## config.mk

```make
export PLATFORM = sky130hd
export DESIGN_NAME = gx_fifo_producer
export DESIGN_NICKNAME = d
export VERILOG_FILES = /design/src/rtl/gx_fifo_producer.sv
export SDC_FILE = /design/constraint.sdc
export NUM_CORES = 1
export LEC_CHECK = 0
export ABC_AREA = 0
export BUFFER_PORTS_ARGS = -buffer_cell sky130_fd_sc_hd__buf_2
export CORE_MARGIN = 2
export CORE_UTILIZATION = 50
export CTS_BUF_LIST = sky130_fd_sc_hd__clkbuf_16
export CTS_CLUSTER_SIZE = 30
export DETAILED_ROUTE_END_ITERATION = 8
export MAX_ROUTING_LAYER = met4
export PLACE_DENSITY = 0.68
export SKIP_LAST_GASP = 1
export SLEW_MARGIN = 10
export SYNTH_ARGS = -nofsm -noshare
export SYNTH_HDL_FRONTEND = slang
export SYNTH_SLANG_ARGS = --single-unit
```

## constraint.sdc

```tcl
create_clock -name clk -period 11.2 [get_ports clk]
set_clock_uncertainty 0.15 [all_clocks]
set_input_delay 0.56 -clock clk [delete_from_list [all_inputs] [get_ports clk]]
set_output_delay 0.56 -clock clk [all_outputs]
set_load 0.05 [all_outputs]
```

## src/rtl/gx_fifo_producer.sv

```systemverilog
// gx_fifo_producer: packs 8/16/32-bit CPU stores into big-endian 32-bit words
// and buffers them in a first-word-fall-through FIFO for the Command Processor.
// Reports fill level, hi/lo watermarks and a sticky overflow flag.
module gx_fifo_producer #(
    parameter int unsigned DEPTH_LOG2   = 5,
    parameter int unsigned HI_WATERMARK = 24,
    parameter int unsigned LO_WATERMARK = 8
) (
    input  logic                  clk,
    input  logic                  reset,
    input  logic                  wr_en,
    input  logic [1:0]            wr_size,
    input  logic [31:0]           wr_data,
    output logic                  wr_ready,
    input  logic                  flush,
    input  logic                  GXFIFORead,
    output logic                  GXFIFOValid,
    output logic [31:0]           GXFIFOData,
    output logic [DEPTH_LOG2:0]   fifo_count,
    output logic                  hi_wm,
    output logic                  lo_wm,
    output logic                  overflow,
    input  logic                  overflow_clr
);

    localparam int unsigned        DEPTH   = 1 << DEPTH_LOG2;
    localparam logic [DEPTH_LOG2:0] DEPTH_C = {1'b1, {DEPTH_LOG2{1'b0}}};
    localparam logic [DEPTH_LOG2:0] HI_WM_C = HI_WATERMARK[DEPTH_LOG2:0];
    localparam logic [DEPTH_LOG2:0] LO_WM_C = LO_WATERMARK[DEPTH_LOG2:0];

    typedef enum logic [1:0] {
        SZ_BYTE = 2'd0,
        SZ_HALF = 2'd1,
        SZ_WORD = 2'd2,
        SZ_RSVD = 2'd3
    } store_size_e;

    // Storage and state
    logic [31:0]           r_mem [DEPTH];
    logic [DEPTH_LOG2-1:0] r_wr_ptr;
    logic [DEPTH_LOG2-1:0] r_rd_ptr;
    logic [DEPTH_LOG2:0]   r_count;
    logic [31:0]           r_pack_buf;
    logic [1:0]            r_pack_bytes;
    logic                  r_overflow;

    // Combinational helpers
    store_size_e           w_size;
    logic                  w_store_ok;
    logic                  w_drop;
    logic                  w_flush_ok;
    logic [2:0]            w_n;
    logic [31:0]           w_store_lj;
    logic [63:0]           w_merged;
    logic [2:0]            w_total;
    logic                  w_push;
    logic [31:0]           w_push_data;
    logic                  w_pop;
    logic [31:0]           w_next_buf;
    logic [1:0]            w_next_bytes;

    assign w_size      = store_size_e'(wr_size);
    assign wr_ready    = (r_count != DEPTH_C);
    assign GXFIFOValid = (r_count != '0);
    assign GXFIFOData  = GXFIFOValid ? r_mem[r_rd_ptr] : 32'h0;
    assign fifo_count  = r_count;
    assign hi_wm       = (r_count >= HI_WM_C);
    assign lo_wm       = (r_count <= LO_WM_C);
    assign overflow    = r_overflow;

    assign w_store_ok = wr_en && wr_ready && (w_size != SZ_RSVD);
    assign w_drop     = wr_en && !wr_ready && (w_size != SZ_RSVD);
    assign w_flush_ok = flush && !wr_en && wr_ready && (r_pack_bytes != 2'd0);
    assign w_pop      = GXFIFORead && GXFIFOValid;

    // Left-justify the store bytes and merge them behind the bytes already packed
    always_comb begin
        // NOTE: every signal gets a default first so no path leaves it unassigned (no latch).
        w_n        = 3'd0;
        w_store_lj = 32'h0;
        case (w_size)
            SZ_BYTE: begin w_n = 3'd1; w_store_lj = {wr_data[7:0], 24'h0};  end
            SZ_HALF: begin w_n = 3'd2; w_store_lj = {wr_data[15:0], 16'h0}; end
            SZ_WORD: begin w_n = 3'd4; w_store_lj = wr_data;                end
            default: begin w_n = 3'd0; w_store_lj = 32'h0;                  end
        endcase
        // Bytes of r_pack_buf past r_pack_bytes are always zero, so OR-merging is safe.
        w_merged = {r_pack_buf, 32'h0} | ({w_store_lj, 32'h0} >> {r_pack_bytes, 3'b000});
        w_total  = {1'b0, r_pack_bytes} + w_n;
    end

    // Decide the push and the next packer state
    always_comb begin
        w_push       = 1'b0;
        w_push_data  = 32'h0;
        w_next_buf   = r_pack_buf;
        w_next_bytes = r_pack_bytes;
        if (w_store_ok) begin
            if (w_total >= 3'd4) begin
                w_push       = 1'b1;
                w_push_data  = w_merged[63:32];
                w_next_buf   = w_merged[31:0];
                w_next_bytes = 2'(w_total - 3'd4);
            end else begin
                w_next_buf   = w_merged[63:32];
                w_next_bytes = w_total[1:0];
            end
        end else if (w_flush_ok) begin
            w_push       = 1'b1;
            w_push_data  = r_pack_buf;
            w_next_buf   = 32'h0;
            w_next_bytes = 2'd0;
        end
    end

    // Word storage written on push
    // NOTE: the data array has no reset; validity is tracked by r_count, and leaving
    // it unreset lets it map onto RAM.
    always_ff @(posedge clk) begin
        if (w_push) begin
            r_mem[r_wr_ptr] <= w_push_data;
        end
    end

    // Pointers, count, packer and overflow flag
    // NOTE: sequential state uses non-blocking assignment so all registers update together.
    always_ff @(posedge clk) begin
        if (reset) begin
            r_wr_ptr     <= '0;
            r_rd_ptr     <= '0;
            r_count      <= '0;
            r_pack_buf   <= 32'h0;
            r_pack_bytes <= 2'd0;
            r_overflow   <= 1'b0;
        end else begin
            r_pack_buf   <= w_next_buf;
            r_pack_bytes <= w_next_bytes;
            if (w_push) begin
                r_wr_ptr <= r_wr_ptr + 1'b1;
            end
            if (w_pop) begin
                r_rd_ptr <= r_rd_ptr + 1'b1;
            end
            if (w_push && !w_pop) begin
                r_count <= r_count + 1'b1;
            end else if (!w_push && w_pop) begin
                r_count <= r_count - 1'b1;
            end
            // A drop in the same cycle as a clear wins.
            if (w_drop) begin
                r_overflow <= 1'b1;
            end else if (overflow_clr) begin
                r_overflow <= 1'b0;
            end
        end
    end

endmodule

```

# Word level (Yosys, flattened, before mapping)
# Memory sizes are Yosys's and may differ from the RTL's. A register that Yosys moved wholly into a read port is not among the register bits.
# Cells that the tools add are included.
[word_totals] register_bits=51 ram_bits=1024 memories=1
[op_classes] addsub=6 n_lt_le_gt_ge=3 n_eq_ne=4 shift=1 n_mux=23 bitwise_logic=1 n_reduce_logical=20
[mem_list] name="r_mem" depth=32 width=32 rd=1 rd_ports_with_merged_regs=1 write_ports=1 line="39" text="logic [31:0] r_mem [DEPTH];"
[op_table] operator="32-bit two-way mux" count=7
[op_table] operator="32-bit one-hot mux with 3 select lines" count=1
[op_table] operator="64-bit bitwise OR" count=1
[op_table] operator="64-bit by 5-bit >> shifter with 64-bit output" count=1
[op_table] operator="6-bit two-way mux" count=2
[op_table] operator="5-bit by 1-bit adder with 5-bit output, second input constant" count=2
[op_table] operator="1-bit logical AND" count=10
[op_table] operator="5-bit two-way mux" count=2
[op_table] operator="3-bit one-hot mux with 3 select lines" count=1
[op_table] operator="2-bit nonzero test" count=4
[op_table] operator="1-bit two-way mux" count=7
[op_table] operator="6-bit by 1-bit adder with 6-bit output, second input constant" count=1
[op_table] operator="6-bit by 5-bit greater-or-equal comparator with 1-bit output, second input constant" count=1
[op_table] operator="6-bit by 4-bit less-or-equal comparator with 1-bit output, second input constant" count=1
[op_table] operator="2-bit two-way mux" count=3
[op_table] operator="6-bit inequality test, second input constant" count=1
[op_table] operator="6-bit nonzero test" count=1
[op_table] operator="6-bit by 1-bit subtractor with 6-bit output, second input constant" count=1
[op_table] operator="1-bit zero test" count=4
[op_table] operator="2-bit by 3-bit adder with 3-bit output" count=1
[op_table] operator="3-bit greater-or-equal comparator, second input constant" count=1
[op_table] operator="2-bit by 1-bit == test with 1-bit output, second input constant" count=1
[op_table] operator="2-bit == test, second input constant" count=1
[op_table] operator="2-bit zero test" count=1
[op_table] operator="2 further kinds" count=2

# Logic depth before layout (Yosys ltp)
# Gate-level depths: netlist of the first run.
[depth] word_depth=10 depth_mapped=16

# Worst setup path after synthesis of the first run
# Ideal clock, no wire load.
[synth_path] path_kind="input-to-reg" startpoint="input port wr_size[1]" endpoint="memory r_mem[26][0], enable pin" t_arrival_ns=3.882 required_ns=10.629 path_slack_ns=6.747 cell_stages=10 path_buffers=1 path_cell_list="clkbuf_1 nor2_1 ha_1 inv_1 fa_1 or2_1 a21o_1 a21oi_2 nand2_1 nor2_1"
[synth_via] elab_chain_len=8 elab_cells_between_ends=12
[synth_rtl] element="start: declaration" line="12" text="input logic [1:0] wr_size,"
[synth_rtl] element="2-bit == test, or another cell as far along" line="81" text="case (w_size)"
[synth_rtl] element="3-bit one-hot mux with 3 select lines" line="81"
[synth_rtl] element="2-bit by 3-bit adder with 3-bit output" line="89" text="w_total = {1'b0, r_pack_bytes} + w_n;"
[synth_rtl] element="3-bit greater-or-equal comparator" line="99" text="if (w_total >= 3'd4) begin"
[synth_rtl] element="1-bit two-way mux" line="99"
[synth_rtl] element="1-bit two-way mux (*)" line="98" text="if (w_store_ok) begin"
[synth_rtl] element="via w_push" line="56" text="logic w_push;"
[synth_rtl] element="1-bit two-way mux (*)" line="120" text="if (w_push) begin"
[synth_rtl] element="1-bit two-way mux (not written as such) (*)" line="121" text="r_mem[r_wr_ptr] <= w_push_data;"
[synth_rtl] element="end: declaration" line="39"
# Mark *: on every way through the listed nets, which the timed path passes. The rest lies on a longest branch.

==> key figures, run 1 <==
Logic synthesis
  – Synth area leader: edfxtp_1
  – Share of flip-flops with an asynchronous set or reset: 0
  – Sequential share of the synthesized area: 0.7436
  – Post-Syn Instances: 2,075
  – Syn nets: 2,128
  – Average cell area after synthesis: 20.66 sq um
  – Synth unique cells: 69
  – Top-area cell type share of the netlist area: 0.7174
  – Area contributors post-synth: edfxtp_1, mux4_2, dfxtp_1, mux2i_1, nor2_1
  – Yosys warns: 0
  – Post-synthesis cell area: 42,860 sq um
  – Synth Register Bits: 1,080
  – Number of flops mapped to enable cells by yosys: 1,024
  – Primary FF master, synth: edfxtp_1

Setup path
  – Crit-path max FO: 51
  – Worst Path Class, Setup: reg -> out
  – R2R depth: 9
  – Critical path startpoint category: register
  – Crit Reg-Reg Endpoint: r_mem[5][15]$_DFFE_PP_
  – Crit end category: output pin
  – Critical path data required time: 10.49 ns
  – WP data arrival: 4.76 ns
  – FF-to-FF Start: r_pack_bytes[0]$_SDFFE_PP0P_
  – Setup slack, reg-to-reg: 6.39 ns

Clock tree
  – Clock Latency Late Sink: 0.66 ns
  – Clock Pin Slew Worst Setup and Hold Paths: 0.06 ns
  – Postcts setup bufs: 0
  – Clock H-tree levels: 3
  – Clk buf depth: 3
  – PostCTS Resize Cnt: 0
  – Hold Buf Count CTS: 0
  – CTS tree: yes
  – CTS root buf: clkbuf_16
  – # clock sinks: 1,080
  – CTS buffer count: 106

Timing
  – Worst slew pin tran: 1.218 ns
  – Fin crit share: 0.4883
  – Hold WS: 0.05000 ns
  – Unrepaired setup endpoints after global routing: no
  – Fin. Hold Viols: 0
  – Slew headroom: 0.1881
  – Fin. max-slew vios: 0
  – Max Fclk: 182.8 MHz
  – TNS Setup: 0 ns
  – Fin crit period: 5.469 ns
  – Final setup fails: 0

Placed design
  – Placed Cells: 3,232
  – Port bufs: 82
  – DPL Wire Length: 57,090 microns
  – Final Wtd Congestion: 0.8531

Final layout
  – Area Overhead vs Synth: 12.26%
  – Final Instance Count excl. Fillers: 3,426
  – Filler cell count: 6,202
  – # nets final: 2,249
  – Layout cell share with drive strength beyond 1: 0.2841

GRT
  – GRT Residual Overflow: 0
  – Vias in the first global route: 21,720
  – Largest net degree at the start of global routing: 64
  – Initial antenna violation count: 1
  – First-pass GRT wire length: 145,400 microns
  – Tot GR Track Use: 0.2300

Floorplanning
  – IO Pins: 83
  – Die W: 296.8 microns
  – Initial core utilization: 0.5042
  – Core ar.: 85,010 sq um
  – Die ar.: 88,080 sq um
  – Site Rows: 107
  – Die height: 296.8 microns

Min path
  – Worst Hold Path EP: r_pack_buf[8]$_SDFFE_PP0P_
  – Worst hold path type: in -> reg
  – Hold depth: 2
  – Critical hold path startpoint: wr_data[0]

Detailed routing
  – DR pass1 iterations: 7
  – Routed wire length: 97,220 microns
  – Via density: 6.170
  – DR iter-0 viols: 2,160
  – # DRC: 0
  – Post-DR wirelength/cell: 28.38 microns
  – DR vias: 21,140
  – Final ANT Viol Nets: 0

Power and ir drop
  – Internal: 0.007242 W
  – Pwr Total: 0.01011 W
  – Leakage: 15.42 nW
  – Pwr dens: 210.1 nW/um^2
  – Sequential Power Share: 0.447
  – Net Switching: 0.002864 W
  – Logic pwr share: 0.221
  – Switching Share: 0.2834
  – Clock Power Share: 0.333
  – Peak supply drop: 0.0001329 V

Run
  – Max Cap Viol: 0

Outcome
  – Outcome: complete, no violations
through the flow:
step / cell area [sq um] / utilization / setup slack (ns)
finish: 48110 / 0.5660 / 5.731
global route: 48110 / 0.5659 / 5.291
CTS: 48090 / 0.5657 / 5.542
detailed placement: 44790 / 0.5269 / 5.716
global placement: 44790 / 0.5269 / 5.876
floorplan: 42860 / - / 6.747
cells in the mapped netlist (3+ instances only):
cell type,number
clkbuf_1,60
o22ai_1,35
a311oi_1,7
mux2i_1,51
xor2_1,5
a31oi_1,7
nand3b_1,3
nand3_1,5
nand2b_1,9
or3_1,6
a21o_1,7
nor3_1,10
buf_6,8
a211oi_1,9
inv_1,9
a31o_2,4
edfxtp_1,1024
buf_1,7
dfxtp_1,56
and2_1,10
a211o_1,26
mux4_2,288
a22o_1,21
or2_1,9
clkinv_1,24
or2_2,3
nor2_1,83
a21oi_1,45
o21ai_0,18
nor2b_1,16
buf_2,32
ha_1,11
o2bb2ai_1,13
a22oi_1,16
xnor2_1,6
buf_4,11
a2111oi_2,6
o21ai_1,21
a221o_1,15
nand2_1,42
cell families (layout without fill, tap and decap cells):
| kind of cell | after synthesis | count (layout) | synth area share |
|---|---|---|---|
| compound gates | 264 | 264 | 0.04505 |
| mux | 340 | 340 | 0.1635 |
| xor+xnor | 11 | 11 | 0.002248 |
| buf+inv | 156 | 362 | 0.01757 |
| fa+ha+maj | 13 | 13 | 0.004145 |
| flops | 1080 | 1080 | 0.7436 |
| other cells | 0 | 1 | 0 |
| simple gates | 211 | 211 | 0.02388 |
worst max-delay path by stage:
stage | cells past startpoint | to | start | slack, ns
2_1_floorplan | 10 | r_mem[26][0]$_DFFE_PP_ | wr_size[1] | 6.75
3_3_place_gp | 9 | r_mem[5][21]$_DFFE_PP_ | wr_size[0] | 5.88
3_5_place_dp | 9 | r_mem[5][3]$_DFFE_PP_ | wr_size[0] | 5.72
4_1_cts | 7 | GXFIFOData[26] | register | 5.54
5_1_grt | 7 | GXFIFOData[26] | register | 5.29
6_report | 7 | GXFIFOData[26] | register | 5.73
flip-flops by register name (all words and copies together), names as in the netlist, named ones only:
signal and count:
fifo_count 6, overflow 1, r_mem 1024, r_pack_buf 32, r_pack_bytes 2, r_rd_ptr 5, r_wr_ptr 5
cell type report:
type / count / area [sq um] / area share
clock inverter: 86 / 618.1 / 0.01285
sequential: 1080 / 31880 / 0.6627
tap: 1144 / 1431 / 0.02975
inverter: 35 / 131.4 / 0.002730
antenna: 1 / 2.502 / 0.00005201
multi-input combinational: 839 / 10570 / 0.2197
timing repair buffer: 134 / 800.8 / 0.01664
clock buffer: 107 / 2678 / 0.05565
worst max-delay path, stage by stage, from the launching register on:
cell and delay, ns:
dfxtp_4 0.73, buf_4 0.75, buf_4 0.89, mux4_2 0.60, mux4_2 0.48, clkinv_1 0.16
a21oi_1 0.11, buf_2 0.25
cell usage in the layout, fill, tap and decap left out, types with 42 or more instances in the layout:
cell type	instances
edfxtp_1	1024
mux4_2	288
clkbuf_16	107
buf_2	82
buf_4	52
mux2i_1	51
dfxtp_1	51
nor2_1	48
clkinv_1	47
a21oi_1	45
nand2_1	42
power by group through the flow:
stage / logic, W / clock network [W] / registers, W
global placement: 0.00224 / 0 / 0.00460
CTS: 0.00226 / 0.00341 / 0.00452
floorplan: 0.00173 / 0 / 0.00456
finish: 0.00223 / 0.00336 / 0.00451
global route: 0.00237 / 0.00359 / 0.00452
detailed placement: 0.00226 / 0 / 0.00460
per-layer routing:
| layer | up-vias | track usage | part of all wire |
|---|---|---|---|
| met2 | 810 | 0.3570 | 0.49 |
| met4 | 0 | 0.05971 | 0.021 |
| met5 | - | - | 0 |
| met1 | 11230 | 0.3225 | 0.42 |
| met3 | 134 | 0.03606 | 0.075 |
| li1 | 8961 | - | - |
Note: power is estimated with default switching activity, not from simulation.
==> inputs of run 2 (changes only) <==
ABC_AREA = 1   (was 0)
PLACE_DENSITY = 0.7   (was 0.68)
clock period = 4.77 ns   (was 11.2 ns; I/O delays follow)
==> key figures, run 2 <==
Clock tree
  – Clock Latency Late Sink: 0.67 ns (about the same)
  – CTS root buf: clkbuf_16
  – Clk buf depth: 3 (unchanged)
  – CTS tree: yes
  – Clock Pin Slew Worst Setup and Hold Paths: 0.07 ns (about the same)
  – Postcts setup bufs: 0 (unchanged)
  – Clock H-tree levels: 3 (unchanged)
  – CTS buffer count: 106 (unchanged)
  – # clock sinks: 1,080 (unchanged)

Timing
  – Fin crit period: 4.176 ns
  – Fin. max-slew vios: 0 (unchanged)
  – Final setup fails: 0 (unchanged)
  – Slew headroom: 0.2698 (+0.08172)
  – Unrepaired setup endpoints after global routing: no
  – Fin crit share: 0.8755
  – Max Fclk: 239.5 MHz
  – TNS Setup: 0 ns (unchanged)
  – Hold WS: 0.03172 ns (-0.01828 ns)
  – Fin. Hold Viols: 0 (unchanged)
  – Worst slew pin tran: 1.095 ns (-0.1226 ns)

Logic synthesis
  – Synth Register Bits: 1,080 (unchanged)
  – Post-synthesis cell area: 45,610 sq um (+6.4%)
  – Share of flip-flops with an asynchronous set or reset: 0 (unchanged)
  – Synth area leader: edfxtp_1
  – Sequential share of the synthesized area: 0.6987 (-0.04489)
  – Syn nets: 4,310 (+100%)
  – List of most frequent post-synthesis cells: nand2_1, edfxtp_1, nand3_1, nor2_1, clkbuf_1
  – Average cell area after synthesis: 10.71 sq um (-48%)
  – Synth unique cells: 34 (-51%)
  – Primary FF master, synth: edfxtp_1
  – Count leader, synth: nand2_1
  – Yosys warns: 0 (unchanged)
  – Area contributors post-synth: edfxtp_1, nand2_1, nand3_1, dfxtp_1, nor2_1
  – Top-area cell type share of the netlist area: 0.6741 (-0.04331)
  – Number of flops mapped to enable cells by yosys: 1,024 (unchanged)
  – Post-Syn Instances: 4,257 (+110%)

Setup path
  – Crit-path max FO: 135 (+160%)
  – Slowest cell on crit path: inv_8
  – Setup slack, reg-to-reg: 1.03 ns (-5.36 ns)
  – Critical path startpoint category: register
  – WP data arrival: 3.79 ns (-0.97 ns)
  – FF-to-FF Start: r_pack_bytes[0]$_SDFFE_PP0P_
  – CP Depth: 12 (+5)
  – Most used cell, CP: nand2_1
  – R2R depth: 11 (+2)
  – Max stage delay on crit path: 0.58 ns (-0.31 ns)
  – Critical path cell sequence: inv_8 -> buf_12 -> buf_4 -> nand2_1 -> nand3_1 -> nand3_1 -> nand2_1 -> nand2_1 -> nand3_1 -> nand2_1 -> nor2_1 -> buf_2
  – Crit Reg-Reg Endpoint: r_mem[3][13]$_DFFE_PP_
  – Buf+Inv Stages, Crit Path: 4 (unchanged)
  – Worst Path Class, Setup: reg -> out
  – Crit end category: output pin
  – Largest delay contributor family on the critical path: buffers and inverters
  – Critical path data required time: 4.38 ns (-6.11 ns)

Detailed routing
  – Final ANT Viol Nets: 0 (unchanged)
  – # DRC: 0 (unchanged)
  – DR iter-0 viols: 3,811 (+76%)
  – Via density: 5.752 (-6.8%)
  – DR vias: 31,960 (+51%)
  – Post-DR wirelength/cell: 20.94 microns (-26%)
  – Routed wire length: 116,300 microns (+20%)
  – DR pass1 iterations: 8 (+1)

Power and ir drop
  – Leakage: 19.16 nW (+24%)
  – Peak supply drop: 0.0003209 V (+140%)
  – Pwr dens: 495.0 nW/um^2 (+140%)

GRT
  – Met3 usage: 0.04652 (+0.01046)
  – Tot GR Track Use: 0.2550 (+0.02495)
  – Largest net degree at the start of global routing: 211 (+230%)
  – M1 GR Usage: 0.3537 (+0.03118)
  – GRT Residual Overflow: 0 (unchanged)
  – Vias in the first global route: 30,570 (+41%)
  – First-pass GRT wire length: 178,800 microns (+23%)
  – Met2 usage: 0.3920 (+0.03499)
  – Most used routing layer: met2
  – Initial antenna violation count: 1 (unchanged)

Final layout
  – Max reg flops: 1,024 (unchanged)
  – Area occupied by multi-input gates: 12,620 sq um (+19%)
  – Antenna Diode Count: 0 (-1)
  – Most common cell after layout, fill and taps aside: nand2_1
  – Commonest non-fill, non-tap cells in the layout: nand2_1, edfxtp_1, nand3_1
  – Area Overhead vs Synth: 12.64%
  – # nets final: 4,347 (+93%)
  – FF/Latch Area: 31,890 sq um (about the same)
  – Top reg by flops: r_mem
  – Filler cell count: 7,240 (+17%)
  – Post-route cell area: 51,380 sq um (+6.8%)
  – Layout cell share with drive strength beyond 1: 0.09637 (-0.1877)

Run
  – Max Cap Viol: 0 (unchanged)

Floorplanning
  – Site Rows: 110 (+2.8%)
  – Die W: 306.0 microns (+3.1%)
  – Die ar.: 93,660 sq um (+6.3%)
  – Core ar.: 90,150 sq um (+6.0%)
  – Initial core utilization: 0.5060 (+0.001824)
  – IO Pins: 83 (unchanged)
  – Die height: 306.0 microns (+3.1%)

Outcome
  – Outcome: complete, no violations

Placed design
  – Placed cell area: 47,800 sq um (+6.7%)
  – Port bufs: 82 (unchanged)
  – DPL Wire Length: 64,410 microns (+13%)
  – Final Wtd Congestion: 0.8881 (+4.1%)

Min path
  – Critical hold path startpoint: reset
  – Worst Hold Path EP: r_pack_buf[29]$_SDFFE_PP0P_
  – Worst hold path type: in -> reg
  – Hold depth: 2 (unchanged)
==> run 2: cell count changes in the layout (fill, tap and decap cells not counted), moves of 31 or more <==
cell | before | now
mux2i_1 | 51 | 0
mux4_2 | 288 | 0
inv_1 | 35 | 97
a21oi_1 | 45 | 76
nand2_1 | 42 | 1470
nor2_1 | 48 | 195
nand3_1 | 5 | 907
o22ai_1 | 35 | 1
==> run 2: layer usage <==
layer | wire length (microns) | up-vias
met1 | 48100 | 15350
li1 | - | 14810
met2 | 54000 | 1585
met4 | 2692 | 0
met3 | 11550 | 213
met5 | 0 | -
==> run 2: kinds of logic after synthesis <==
family	Yosys count	synth area share
compound gates	163	0.01857
buf+inv	353	0.03253
xor+xnor	5	0.0009602
simple gates	2643	0.2453
fa+ha+maj	13	0.003895
flops	1080	0.6987
==> run 2: per-stage QoR <==
step	cells	total power (W)	utilization	setup WS, ns
3_5_place_dp	5349	0.01730	0.5302	0.7021
2_1_floorplan	4257	0.01537	-	0.1701
6_report	5555	0.02543	0.5699	0.5939
4_1_cts	5555	0.02548	0.5698	0.6429
3_3_place_gp	5349	0.01723	0.5302	0.7502
5_1_grt	5555	0.02655	0.5699	0.3937
==> run 2: how the worst max path moves through the flow <==
stage,end
after CTS,GXFIFOData[0]
after global placement,r_mem[3][27]$_DFFE_PP_
after floorplan,r_mem[31][0]$_DFFE_PP_
after detailed placement,r_mem[3][27]$_DFFE_PP_
final,GXFIFOData[0]
after global routing,GXFIFOData[0]
==> run 2: layout make-up <==
| cell class | instances | share of cell area |
|---|---|---|
| clock buffer | 108 | 0.05260 |
| clock inverter | 85 | 0.01437 |
| inverter | 85 | 0.006648 |
| multi-input combinational | 2824 | 0.2456 |
| sequential | 1080 | 0.6206 |
| tap | 1176 | 0.02864 |
| timing repair buffer | 197 | 0.03151 |
==> run 2: power by group <==
part	leakage (nW)	internal, W	switching, W
combinational	7.39	0.00170	0.00492
clock	1.76	0.00475	0.00350
sequential	10.0	0.0104	0.000158
==> run 2: what timing repair did <==
action,4_1_cts,5_1_grt
hold buffers,13,0
hold endpoints to repair,18,0
gates resized for setup,0,0
